[src/rtl/dec_scan_if.sv]
// Control/status bundle between a scan requester and dec_scan_ctrl.
// sel/en are meant to be wired straight to a 3-to-8 decoder's in/en.
interface dec_scan_if #(
    parameter int unsigned DWELL_W = 8,
    parameter int unsigned BLANK_W = 4
);
    logic               start;
    logic               stop;
    logic               mode;
    logic [7:0]         mask;
    logic [DWELL_W-1:0] dwell;
    logic [BLANK_W-1:0] blank;
    logic [2:0]         sel;
    logic               en;
    logic               busy;
    logic               done;

    modport master (
        output start, stop, mode, mask, dwell, blank,
        input  sel, en, busy, done
    );

    modport slave (
        input  start, stop, mode, mask, dwell, blank,
        output sel, en, busy, done
    );
endinterface

[src/rtl/dec_scan_ctrl.sv]
// Sweeps a 3-to-8 decoder select through the masked lines with a per-line
// dwell and an optional blanking gap; one-shot or continuous.
module dec_scan_ctrl #(
    parameter int unsigned DWELL_W = 8,
    parameter int unsigned BLANK_W = 4
) (
    input  logic       clk,
    input  logic       rst_n,
    dec_scan_if.slave  bus
);

    typedef enum logic [1:0] {
        IDLE  = 2'd0,
        BLANK = 2'd1,
        DRIVE = 2'd2
    } state_t;

    state_t             state;
    logic [7:0]         mask_q;
    logic [DWELL_W-1:0] dwell_q;
    logic [BLANK_W-1:0] blank_q;
    logic               mode_q;
    logic [DWELL_W-1:0] dcnt;
    logic [BLANK_W-1:0] bcnt;
    logic [2:0]         sel_q;
    logic               en_q;
    logic               busy_q;
    logic               done_q;

    // Returns {found, line}: lowest set bit of m, optionally strictly above cur.
    function automatic logic [3:0] pick(input logic [7:0] m, input logic [2:0] cur,
                                        input logic above);
        logic [3:0] r;
        r = 4'd0;
        for (int i = 7; i >= 0; i--) begin
            if (m[i] && (!above || i > int'(cur))) r = {1'b1, 3'(i)};
        end
        return r;
    endfunction

    logic [3:0] first_c;
    logic [3:0] next_c;
    logic [3:0] wrap_c;

    always_comb begin
        first_c = pick(bus.mask, 3'd0, 1'b0);
        next_c  = pick(mask_q, sel_q, 1'b1);
        wrap_c  = pick(mask_q, 3'd0, 1'b0);
    end

    // Dwell of 0 behaves as 1, so the last-cycle count is max(dwell,1)-1.
    function automatic logic [DWELL_W-1:0] dwell_load(input logic [DWELL_W-1:0] d);
        return (d == DWELL_W'(0)) ? DWELL_W'(0) : DWELL_W'(d - DWELL_W'(1));
    endfunction

    always_ff @(posedge clk or negedge rst_n) begin
        if (!rst_n) begin
            state   <= IDLE;
            mask_q  <= 8'd0;
            dwell_q <= DWELL_W'(0);
            blank_q <= BLANK_W'(0);
            mode_q  <= 1'b0;
            dcnt    <= DWELL_W'(0);
            bcnt    <= BLANK_W'(0);
            sel_q   <= 3'd0;
            en_q    <= 1'b0;
            busy_q  <= 1'b0;
            done_q  <= 1'b0;
        end else begin
            done_q <= 1'b0;
            case (state)
                IDLE: begin
                    if (bus.start && !bus.stop && (bus.mask != 8'd0)) begin
                        mask_q  <= bus.mask;
                        dwell_q <= bus.dwell;
                        blank_q <= bus.blank;
                        mode_q  <= bus.mode;
                        sel_q   <= first_c[2:0];
                        busy_q  <= 1'b1;
                        if (bus.blank != BLANK_W'(0)) begin
                            state <= BLANK;
                            bcnt  <= BLANK_W'(bus.blank - BLANK_W'(1));
                            en_q  <= 1'b0;
                        end else begin
                            state <= DRIVE;
                            dcnt  <= dwell_load(bus.dwell);
                            en_q  <= 1'b1;
                        end
                    end
                end
                BLANK, DRIVE: begin
                    if (bus.stop) begin
                        state  <= IDLE;
                        sel_q  <= 3'd0;
                        en_q   <= 1'b0;
                        busy_q <= 1'b0;
                    end else if (state == BLANK) begin
                        if (bcnt == BLANK_W'(0)) begin
                            state <= DRIVE;
                            dcnt  <= dwell_load(dwell_q);
                            en_q  <= 1'b1;
                        end else begin
                            bcnt <= BLANK_W'(bcnt - BLANK_W'(1));
                        end
                    end else if (dcnt != DWELL_W'(0)) begin
                        dcnt <= DWELL_W'(dcnt - DWELL_W'(1));
                    end else if (next_c[3] || mode_q) begin
                        // Advance to the next enabled line, wrapping in continuous mode.
                        sel_q <= next_c[3] ? next_c[2:0] : wrap_c[2:0];
                        if (blank_q != BLANK_W'(0)) begin
                            state <= BLANK;
                            bcnt  <= BLANK_W'(blank_q - BLANK_W'(1));
                            en_q  <= 1'b0;
                        end else begin
                            state <= DRIVE;
                            dcnt  <= dwell_load(dwell_q);
                            en_q  <= 1'b1;
                        end
                    end else begin
                        state  <= IDLE;
                        sel_q  <= 3'd0;
                        en_q   <= 1'b0;
                        busy_q <= 1'b0;
                        done_q <= 1'b1;
                    end
                end
                default: begin
                    state  <= IDLE;
                    sel_q  <= 3'd0;
                    en_q   <= 1'b0;
                    busy_q <= 1'b0;
                end
            endcase
        end
    end

    assign bus.sel  = sel_q;
    assign bus.en   = en_q;
    assign bus.busy = busy_q;
    assign bus.done = done_q;

endmodule
[src/flat_wrapper.sv]
// flat-port wrapper written by rule: the top's interface ports become plain ports
module dec_scan_ctrl_flat 
#(
    parameter int unsigned DWELL_W = 8,
    parameter int unsigned BLANK_W = 4
)
  (clk, rst_n, bus_start, bus_stop, bus_mode, bus_mask, bus_dwell, bus_blank, bus_sel, bus_en, bus_busy, bus_done);
  dec_scan_if #(.DWELL_W(DWELL_W), .BLANK_W(BLANK_W)) bus_i ();
  input  logic clk;
  input  logic rst_n;
  input wire logic [$bits(bus_i.start)-1:0] bus_start;
  input wire logic [$bits(bus_i.stop)-1:0] bus_stop;
  input wire logic [$bits(bus_i.mode)-1:0] bus_mode;
  input wire logic [$bits(bus_i.mask)-1:0] bus_mask;
  input wire logic [$bits(bus_i.dwell)-1:0] bus_dwell;
  input wire logic [$bits(bus_i.blank)-1:0] bus_blank;
  output wire logic [$bits(bus_i.sel)-1:0] bus_sel;
  output wire logic [$bits(bus_i.en)-1:0] bus_en;
  output wire logic [$bits(bus_i.busy)-1:0] bus_busy;
  output wire logic [$bits(bus_i.done)-1:0] bus_done;
  assign bus_i.start = bus_start;
  assign bus_i.stop = bus_stop;
  assign bus_i.mode = bus_mode;
  assign bus_i.mask = bus_mask;
  assign bus_i.dwell = bus_dwell;
  assign bus_i.blank = bus_blank;
  assign bus_sel = bus_i.sel;
  assign bus_en = bus_i.en;
  assign bus_busy = bus_i.busy;
  assign bus_done = bus_i.done;
  dec_scan_ctrl #(.DWELL_W(DWELL_W), .BLANK_W(BLANK_W)) u_core (.clk(clk), .rst_n(rst_n), .bus(bus_i));
endmodule
[config.mk]
export PLATFORM = sky130hd
export DESIGN_NAME = dec_scan_ctrl_flat
export DESIGN_NICKNAME = d
export VERILOG_FILES = /design/src/rtl/dec_scan_if.sv /design/src/rtl/dec_scan_ctrl.sv /design/src/flat_wrapper.sv
export SDC_FILE = /design/constraint.sdc
export NUM_CORES = 1
export LEC_CHECK = 0
export ABC_AREA = 1
export BUFFER_PORTS_ARGS = -buffer_cell sky130_fd_sc_hd__clkbuf_2
export CORE_MARGIN = 3
export CORE_UTILIZATION = 40
export DETAILED_ROUTE_END_ITERATION = 10
export PLACE_DENSITY = 0.61
export SLEW_MARGIN = 20
export SYNTH_ARGS = -nofsm -noshare
export SYNTH_HDL_FRONTEND = slang
export SYNTH_SLANG_ARGS = --single-unit
[constraint.sdc]
create_clock -name clk -period 2 [get_ports clk]
set_clock_uncertainty 0.1 [all_clocks]
set_input_delay 0.4 -clock clk [delete_from_list [all_inputs] [get_ports clk]]
set_output_delay 0.4 -clock clk [all_outputs]
set_load 0.1 [all_outputs]
After elaboration in Yosys (flattened, before gate mapping)
Cells that the tools add are included.
{ "word_totals": {"output_inout_bits": 6, "in_bits": 25, "reg_bits": 41, "elab_cells": 148} }
{ "classes": {"n_lt_le_gt_ge": 7, "mux": 79, "reduce_logical": 27, "n_eq_ne": 18, "add_sub_neg": 6} }
{ "op_table": {"columns": ["operator", "count"], "rows": [
  ["8-bit two-way mux", 10],
  ["3-bit two-way mux", 22],
  ["4-bit two-way mux", 15],
  ["8-bit by 1-bit subtractor with 8-bit output, second input constant", 3],
  ["1-bit two-way mux", 18],
  ["8-bit zero test", 2],
  ["2-bit two-way mux", 8],
  ["8-bit case mux with 2 select lines", 1],
  ["8-bit nonzero test", 2],
  ["3-bit != test, second input constant", 5],
  ["3-bit > comparator, first input constant", 4],
  ["4-bit by 1-bit subtractor with 4-bit output, second input constant", 3],
  ["1-bit logical AND", 9],
  ["4-bit case mux with 2 select lines", 1],
  ["8-bit AND reduction", 1],
  ["4-bit nonzero test", 2],
  ["7-bit AND reduction", 1],
  ["2-bit by 3-bit > comparator with 1-bit output, first input constant", 2],
  ["3-bit by 1-bit != test with 1-bit output, second input constant", 2],
  ["3-bit case mux with 2 select lines", 1],
  ["3-bit AND reduction", 2],
  ["4-bit zero test", 1],
  ["2-bit by 1-bit != test with 1-bit output, second input constant", 2],
  ["2-bit != test, second input constant", 2],
  ["17 further kinds", 18]
]} }

Logic depth before layout (Yosys ltp)
Gate-level depths: netlist (run 1).
{ "logic_depth": {"word_depth": 15, "depth_mapped": 13, "ltp_nobuf": 13} }

Worst setup path after synthesis (run 1)
Ideal clock, no wire load.
{ "synth_path": {"kind": "register to register", "from": "reg u_core.sel_q[2] (netlist: u_core.bus.sel[2])", "to": "reg u_core.sel_q[0] (netlist: u_core.bus.sel[0])", "setup_ps": 120, "path_stages_with_launch": 12, "arrival_ps": 1942, "setup_slack_ps": -162, "n_path_buf": 0, "cell_sequence": "dfrtp_1 nand3_1 nand2_1 nand2_1 nor2_4 nand3_4 nand2_1 inv_1 nand3_1 nand2_1 nand2_1 nand2_1"} }
{ "synth_between": {"elab_chain_cells": 15, "elab_cells_between_ends": 28} }
{ "synth_rtl": {"columns": ["element", "line_no", "rtl"], "rows": [
  ["from (decl)", "dec_scan_ctrl.sv:25", "logic [2:0] sel_q;"],
  ["from (signal assigned)", "dec_scan_ctrl.sv:78", "sel_q <= first_c[2:0];"],
  ["from (signal assigned)", "dec_scan_ctrl.sv:109", "sel_q <= next_c[3] ? next_c[2:0] : wrap_c[2:0];"],
  ["3-bit > comparator", "dec_scan_ctrl.sv:36", "if (m[i] && (!above || i > int'(cur))) r = {1'b1, 3'(i)};"],
  ["1-bit logical AND", "dec_scan_ctrl.sv:36", null],
  ["4-bit two-way mux (6 in series)", "dec_scan_ctrl.sv:36", null],
  ["4-bit two-way mux (*)", "dec_scan_ctrl.sv:36", null],
  ["3-bit two-way mux or 1-bit logical OR (tied branches)", "dec_scan_ctrl.sv:109, dec_scan_ctrl.sv:107", null],
  ["3-bit two-way mux (*)", "dec_scan_ctrl.sv:107", "end else if (next_c[3] || mode_q) begin"],
  ["3-bit two-way mux (*)", "dec_scan_ctrl.sv:105", "end else if (dcnt != DWELL_W'(0)) begin"],
  ["3-bit two-way mux (*)", "dec_scan_ctrl.sv:97", "end else if (state == BLANK) begin"],
  ["3-bit two-way mux (*)", "dec_scan_ctrl.sv:92", "if (bus.stop) begin"],
  ["3-bit case mux with 2 select lines (*)", "dec_scan_ctrl.sv:71", "case (state)"]
]} }
Mark *: on every way between the ends. The rest lies on a longest branch, timed or not. The select of a mux whose other input is x is not followed.
A chain may end at the register's enable or synchronous reset.

Worst setup path after layout (run 1)
{ "layout_path": {"from": "reg u_core.state[1]", "to": "reg u_core.dcnt[3]"} }
{ "layout_between": {"elab_chain_cells": 4, "elab_cells_between_ends": 15} }
{ "layout_rtl": {"columns": ["element", "line_no", "rtl"], "rows": [
  ["from (decl)", "dec_scan_ctrl.sv:18", "state_t state;"],
  ["from (signal assigned)", "dec_scan_ctrl.sv:58", "state <= IDLE;"],
  ["from (signal assigned)", "dec_scan_ctrl.sv:81", "state <= BLANK;"],
  ["from (signal assigned)", "dec_scan_ctrl.sv:85", "state <= DRIVE;"],
  ["2-bit == test or 2-bit by 1-bit == test with 1-bit output (tied branches)", "dec_scan_ctrl.sv:71, dec_scan_ctrl.sv:97", null],
  ["2-bit OR reduction or 8-bit two-way mux (tied branches)", "dec_scan_ctrl.sv:71, dec_scan_ctrl.sv:97", null],
  ["4-bit by 1-bit != test with 1-bit output (no source line) (tied with other cells)", null, null],
  ["7-bit AND reduction (no source line) or 8-bit case mux with 2 select lines (tied branches)", null, null],
  ["to (signal assigned)", "dec_scan_ctrl.sv:86", "dcnt <= dwell_load(bus.dwell);"],
  ["to (signal assigned)", "dec_scan_ctrl.sv:100", "dcnt <= dwell_load(dwell_q);"],
  ["to (signal assigned)", "dec_scan_ctrl.sv:106", "dcnt <= DWELL_W'(dcnt - DWELL_W'(1));"],
  ["to (decl)", "dec_scan_ctrl.sv:23", "logic [DWELL_W-1:0] dcnt;"]
]} }
Several ways; a longest one is shown, not always the timed one. The select of a mux whose other input is x is not followed.

==> results.toml, run 1 <==
[clock_tree]
clock_latency_ns = 0.29
cts.htree.levels = 2
clockBufferDepth = 2
root_buffer = "clkbuf_8"
cts_buffers = 5
clk_pin_slew_ns = 0.08
cts_tree = "yes"
cts.sinks = 41

[worst_setup_path]
crit_path_top_delay_cell = "dfrtp_1"
critPathRequiredTime_ns = 2.13
ff2ff_setup_slack_ns = 0.15
crit_path_start_kind = "flip-flop"
cp_common_cell = "nand2_1"
path_class = "flip-flop to flip-flop"
cp_top_family = "simple AND/OR/NAND/NOR gates"
critPathCaptureType = "flip-flop"
slowest_delay_ns = 0.40
cp_num_buf_inv = 4
crit_chain = "inv_2 -> ha_4 -> nand2_2 -> inv_2 -> nand2_1 -> nand2_1 -> inv_1 -> nand3_2 -> a21oi_4 -> buf_12 -> nand2_1 -> nand2_1"
worst_ep_arrival_time_ns = 1.98
cp_max_fo = 8

[placed_design]
place_area_um2 = 3330
dpl.hpwl_um = 5610
gp_congestion = 0.898
portBuffers = 30

[synthesis]
synth.distinct_cells = 39
synth_fp_nets = 471
synth_top_area_frac = 0.347
synth_area_um2 = 2960
syn_area_per_cell_um2 = 6.75
ys.warnings.count = 0
synth_seq_cells = 41
netlist_top_cells_area = "dfrtp_1 35%, nand2_1 21%, inv_1 6.9%, nand3_1 5.4%, nor2_1 4.3%"
synthCells = 438
ys_seq_area_frac = 0.347
yosysTopAreaCell = "dfrtp_1"

[floorplan]
core_area_um2 = 6980
dieWidth_um = 92.0
ioPinCount = 31
die-area_um2 = 8460
floorplan.initialDensity = 0.423
die_h_um = 92.0
core.rowCount = 30

[detailed_routing]
viasPerCell = 4.82
drcViolationCount = 0
drtIter0Drc = 151
ant_nets = 0
wl_per_cell_um = 12.2
vias = 2807
first_pass_iters = 4
wirelength_um = 7080

[pwr]
pwr_density_cell_nw_per_um2 = 1820
ir_drop_mv = 0.702
power.leakage_nw = 1.85

[layout]
finish.instance_area_um2 = 3490
area_delta_synth_final_pct = 18.0
nets = 519
n_fill_cell = 698
n_antenna_cell = 0
drive_above_1_share = 0.191
finalCoreUtilization = 0.500

[run]
max_cap_viol_count = 0

[global_route]
grtUsageTotal = 0.178
grt_pass1_vias = 2685
overflow = 0
grt_max_degree = 33
antenna_found_initial = 0
grt_pass1_wl_um = 12100

[sta]
maxSlewHeadroom = 0.641
fin_crit_ns = 1.85
setup_viol = 0
rsz0062_at_grt = "no"
worstMarginPinSlew_ns = 0.540
maxSlewViolCount = 0
whs_ns = 0.265
hold_viol = 0
tns_ns = 0
fin_crit_sh = 0.925
fmax_mhz = 541

[hold_path]
hold_path.class = "input pin to flip-flop"

[run_status]
status = "completed"
==> worst reg2reg max path, cell delays in order (launching register included) <==
cell     delay, ns
dfrtp_1       0.40
inv_2         0.11
ha_4          0.22
nand2_2       0.09
inv_2         0.06
nand2_1       0.11
nand2_1       0.06
inv_1         0.06
nand3_2       0.10
a21oi_4       0.21
buf_12        0.15
nand2_1       0.06
nand2_1       0.06
==> flip-flops by register name (all words and copies together) (netlist names) <==
signal,cells
u_core.bus.done,1
u_core.blank_q,4
u_core.dwell_q,8
u_core.mode_q,1
u_core.bus.en,1
u_core.state,2
u_core.mask_q,8
u_core.bcnt,4
u_core.dcnt,8
u_core.bus.busy,1
u_core.bus.sel,3
==> repair_timing <==
action                                 CTS  global route
setup endpoints to repair                0            19
resized for setup                        0            11
endpoints found under the hold margin   16             0
setup buffers                            0             3
hold buffers                             1             0
==> layout make-up <==
cell class	instances	area, um2	share of cell area
multi-input cells	334	1730	0.496
flip-flops and latches	41	1030	0.295
repair buffers	47	305	0.0875
inverters	57	216	0.0621
well taps	96	120	0.0344
clock buffers	7	86.3	0.0247
==> layer usage <==
| layer | track usage | vias up | routed length, um |
|---|---|---|---|
| met1 | 0.237 | 1257 | 3300 |
| met4 | 0.0408 | 0 | 75 |
| met3 | 0.0312 | 7 | 279 |
| met5 | 0 | - | 0 |
| li1 | - | 1494 | - |
| met2 | 0.300 | 49 | 3420 |
==> metrics by stage <==
stage / setup WS, ns / std cells / power, mW
after floorplan: 0.0710 / 438 / 4.60
after global placement: 0.0127 / 571 / 5.58
after detailed placement: 0.0337 / 571 / 5.64
after CTS: 0.0142 / 579 / 6.22
after global routing: 0.0172 / 582 / 7.04
final: 0.150 / 582 / 6.36
==> cell families after synthesis <==
kind of cell / count (synthesis) / synth area share
compound gates: 52 / 0.108
xor+xnor: 10 / 0.0296
mux: 2 / 0.00762
buf+inv: 63 / 0.0817
simple gates: 262 / 0.392
flops: 41 / 0.347
fa+ha+maj: 8 / 0.0339
==> synth_stat cells <==
master       n
a21oi_1     10
a21oi_4      1
a31oi_1      2
and2_2       1
and2b_4      1
buf_2        2
clkbuf_1     4
dfrtp_1     41
ha_1         8
inv_1       54
inv_2        2
inv_4        1
mux2_1       1
mux2_2       1
nand2_1    165
nand2_2      5
nand2_4      1
nand3_1     32
nand3_2      1
nand3_4      1
nand3b_1     1
nand4_1      7
nor2_1      34
nor2_2       4
nor2_4       3
nor3_1       3
nor3_4       2
nor4_1       1
o2111ai_1    1
o211ai_1     1
o211ai_2     2
o21ai_0     25
o21ai_1      2
o21ai_2      1
o21ai_4      1
o22ai_1      5
o31ai_1      1
xnor2_1      3
xor2_1       7
==> path summary, 6_finish.rpt <==
check,start,endpoint,depth (start not counted)
min,bus_mode,u_core.mode_q,3
min in group asynchronous,rst_n,u_core.bus.sel[1],2
max reg2reg,u_core.state[1],u_core.dcnt[3],12
max in group asynchronous,rst_n,u_core.dcnt[0],3
max,u_core.state[1],u_core.dcnt[3],12
min reg2reg,u_core.bus.en,u_core.bus.en,2
==> layout by cell type, fill, tap and decap left out, drive strengths merged <==
master | netlist | layout
nand2 | 171 | 171
inv | 57 | 57
dfrtp | 41 | 41
nor2 | 41 | 41
clkbuf | 4 | 37
nand3 | 34 | 34
o21ai | 29 | 29
buf | 2 | 16
a21oi | 11 | 11
ha | 8 | 8
nand4 | 7 | 7
xor2 | 7 | 7
o22ai | 5 | 5
nor3 | 5 | 5
xnor2 | 3 | 3
o211ai | 3 | 3
a31oi | 2 | 2
mux2 | 2 | 2
and2b | 1 | 1
nor4 | 1 | 1
o31ai | 1 | 1
nand3b | 1 | 1
and2 | 1 | 1
o2111ai | 1 | 1
dlygate4sd3 | 0 | 1
==> report_power, final <==
part / total [mW] / switching, mW / leakage (nW) / internal (mW)
clock: 0.556 / 0.281 / 0.0443 / 0.274
combinational: 4.19 / 2.62 / 1.30 / 1.57
sequential: 1.62 / 0.379 / 0.505 / 1.24
No activity file was read; power rests on OpenSTA's default activity.
==> run 2: changes to the inputs <==
ABC_AREA = 0   (was 1)
==> run 2 against run 1 <==
Net effect: the run now ends with negative hold slack, negative setup slack left; global-route usage grew 2.3 points; flip-flop and latch count unchanged; first-iteration DRC count down 32%; final cell count down 5.3%; via count grew 4.3%; combinational power up 29%; critical path type unchanged; critical endpoint is now u_core.dcnt[5]; largest cell class unchanged.
==> results.toml, run 2 <==
[floorplan]
dieWidth_um = 90.6
floorplan.initialDensity = 0.417
core.rowCount = 30
die-area_um2 = 8200
die_h_um = 90.6
ioPinCount = 31
core_area_um2 = 6870

[worst_setup_path]
critPathCaptureType = "flip-flop"
r2r_cells = 5
slowest_delay_ns = 0.49
path_class = "flip-flop to flip-flop"
crit_path_start_kind = "flip-flop"
cp_max_fo = 6
critPathRequiredTime_ns = 2.09
timing.rr.start = "u_core.bus.sel[1]"
crit_path_top_delay_cell = "dfrtp_4"
cp_num_cells = 5
crit_chain = "or3b_4 -> nand4_1 -> o41ai_1 -> or4_4 -> mux2_4"
r2r_end = "u_core.dcnt[5]"
worst_ep_arrival_time_ns = 2.33
cp_top_family = "simple AND/OR/NAND/NOR gates"
cp_num_buf_inv = 0
ff2ff_setup_slack_ns = -0.24

[synthesis]
synth.distinct_cells = 62
synth_edf_count = 0
synth_seq_cells = 41
ys.warnings.count = 0
yosysTopAreaCell = "dfrtp_1"
yosys_most_used_dff = "dfrtp_1"
ys_seq_area_frac = 0.359
yosys.cell_count.top_type = "dfrtp_1"
synth_fp_nets = 350
synth_area_um2 = 2860
netlist_top_cells_area = "dfrtp_1 36%, mux2_2 6.7%, nand2_1 4.7%, o21ai_0 3.8%, nor2_1 3.8%"
async_reset_ff_frac = 1.00
synthCells = 317
syn_area_per_cell_um2 = 9.03
synth_commonest_cells = "41 x dfrtp_1, 36 x nand2_1, 29 x nor2_1"
synth_top_area_frac = 0.359

[detailed_routing]
ant_nets = 0
wl_per_cell_um = 15.3
vias = 2929
wirelength_um = 8440
first_pass_iters = 4
drcViolationCount = 0
drtIter0Drc = 103
viasPerCell = 5.32

[placed_design]
dpl.hpwl_um = 6050
post-place-ws_ns = -0.371
portBuffers = 30
dp.cells = 529
gp_congestion = 0.883

[global_route]
grt_max_degree = 24
grtUsageTotal = 0.201
grt_pass1_vias = 3006
overflow = 0
grt_pass1_wl_um = 13600
antenna_found_initial = 0

[run_status]
status = "finished with violations"
failed_checks = "negative hold slack, negative setup slack"

[layout]
mostFrequentLayoutCells = "100 x buf_4, 38 x dfrtp_1, 33 x nand2_1"
top_regs = "u_core.dcnt x8, u_core.dwell_q x8, u_core.mask_q x8"
n_antenna_cell = 0
drive_above_1_share = 0.499
finalCoreUtilization = 0.633
mostFrequentLayoutCell = "buf_4"
fin_cells = 551
area_delta_synth_final_pct = 52.0
nets = 488

[pwr]
total_power_mw = 7.69
pwr_density_cell_nw_per_um2 = 1770
power.leakage_nw = 2.01
ir_drop_mv = 0.858

[clock_tree]
clk_pin_slew_ns = 0.09
clockBufferDepth = 2
root_buffer = "clkbuf_8"
cts_buffers = 5
cts.htree.levels = 2
cts_tree = "yes"
cts.sinks = 41
clock_latency_ns = 0.30

[sta]
maxSlewHeadroom = 0.614
finalWorstSetupSlack_ns = -0.243
rsz0062_at_grt = "yes"
fin_crit_ns = 2.24
tns_ns = -2.63
setup_viol = 16
fmax_mhz = 446
fin_crit_sh = 1.12
worstMarginPinSlew_ns = 0.579
hold_viol = 15
whs_ns = -0.0199
maxSlewViolCount = 0

[hold_path]
hold_path.class = "input pin to async pin"

[run]
max_cap_viol_count = 0
-- run 2: final cells by class --
| class | instances | area (um2) |
|---|---|---|
| tap | 96 | 120 |
| fill | 573 | 2520 |
| sequential | 41 | 1030 |
| inverter | 19 | 71.3 |
| multi-input combinational | 246 | 1970 |
| clock buffer | 5 | 68.8 |
| timing repair buffer | 142 | 1050 |
| clock inverter | 2 | 35.0 |
-- run 2: cells by family after synthesis --
group	count (synthesis)	synth area share
AOI/OAI and AO/OA	79	0.188
xor gates and xnor gates	13	0.0398
adders and majority gates	8	0.0350
buffers and inverters	30	0.0481
DFF	41	0.359
muxes	30	0.115
and+or+nand+nor	116	0.215
-- run 2: timing repair --
action,4_1_cts,5_1_grt
cloned,1,0
pin swaps,12,24
hold buffers,0,0
resized for setup,45,32
setup buffers,5,11
endpoints found under the setup margin,19,19
-- run 2: per-layer routing --
layer	vias to the layer above	share of wire	global-route usage
li1	1419	-	-
met1	1405	0.41	0.236
met2	81	0.52	0.369
met3	24	0.037	0.0358
met4	0	0.025	0.0612
met5	-	0	0
-- run 2: worst max path at each step --
stage                                 start        endpoint  slack, ns
final                     u_core.bus.sel[1]  u_core.dcnt[5]      -0.24
after global routing      u_core.bus.sel[1]  u_core.bcnt[3]      -0.31
after CTS                 u_core.dwell_q[0]  u_core.dcnt[5]      -0.19
after detailed placement        bus_mask[3]  u_core.dcnt[1]      -0.37
after global placement          bus_mask[3]  u_core.dcnt[2]      -0.32
after floorplan           u_core.bus.sel[1]  u_core.dcnt[5]      -0.41
-- run 2: where the power goes --
| part | internal [mW] | switching [mW] |
|---|---|---|
| registers | 1.24 | 0.364 |
| logic | 2.79 | 2.64 |
| clock network | 0.363 | 0.301 |
-- run 2: per-stage QoR --
stage / hold WS [ns] / instance area [um2]
2_1_floorplan: 0.00441 / 2890
3_3_place_gp: 0.324 / 3820
3_5_place_dp: 0.330 / 3820
4_1_cts: 0.00647 / 4130
5_1_grt: 0.0261 / 4350
6_report: -0.0199 / 4350
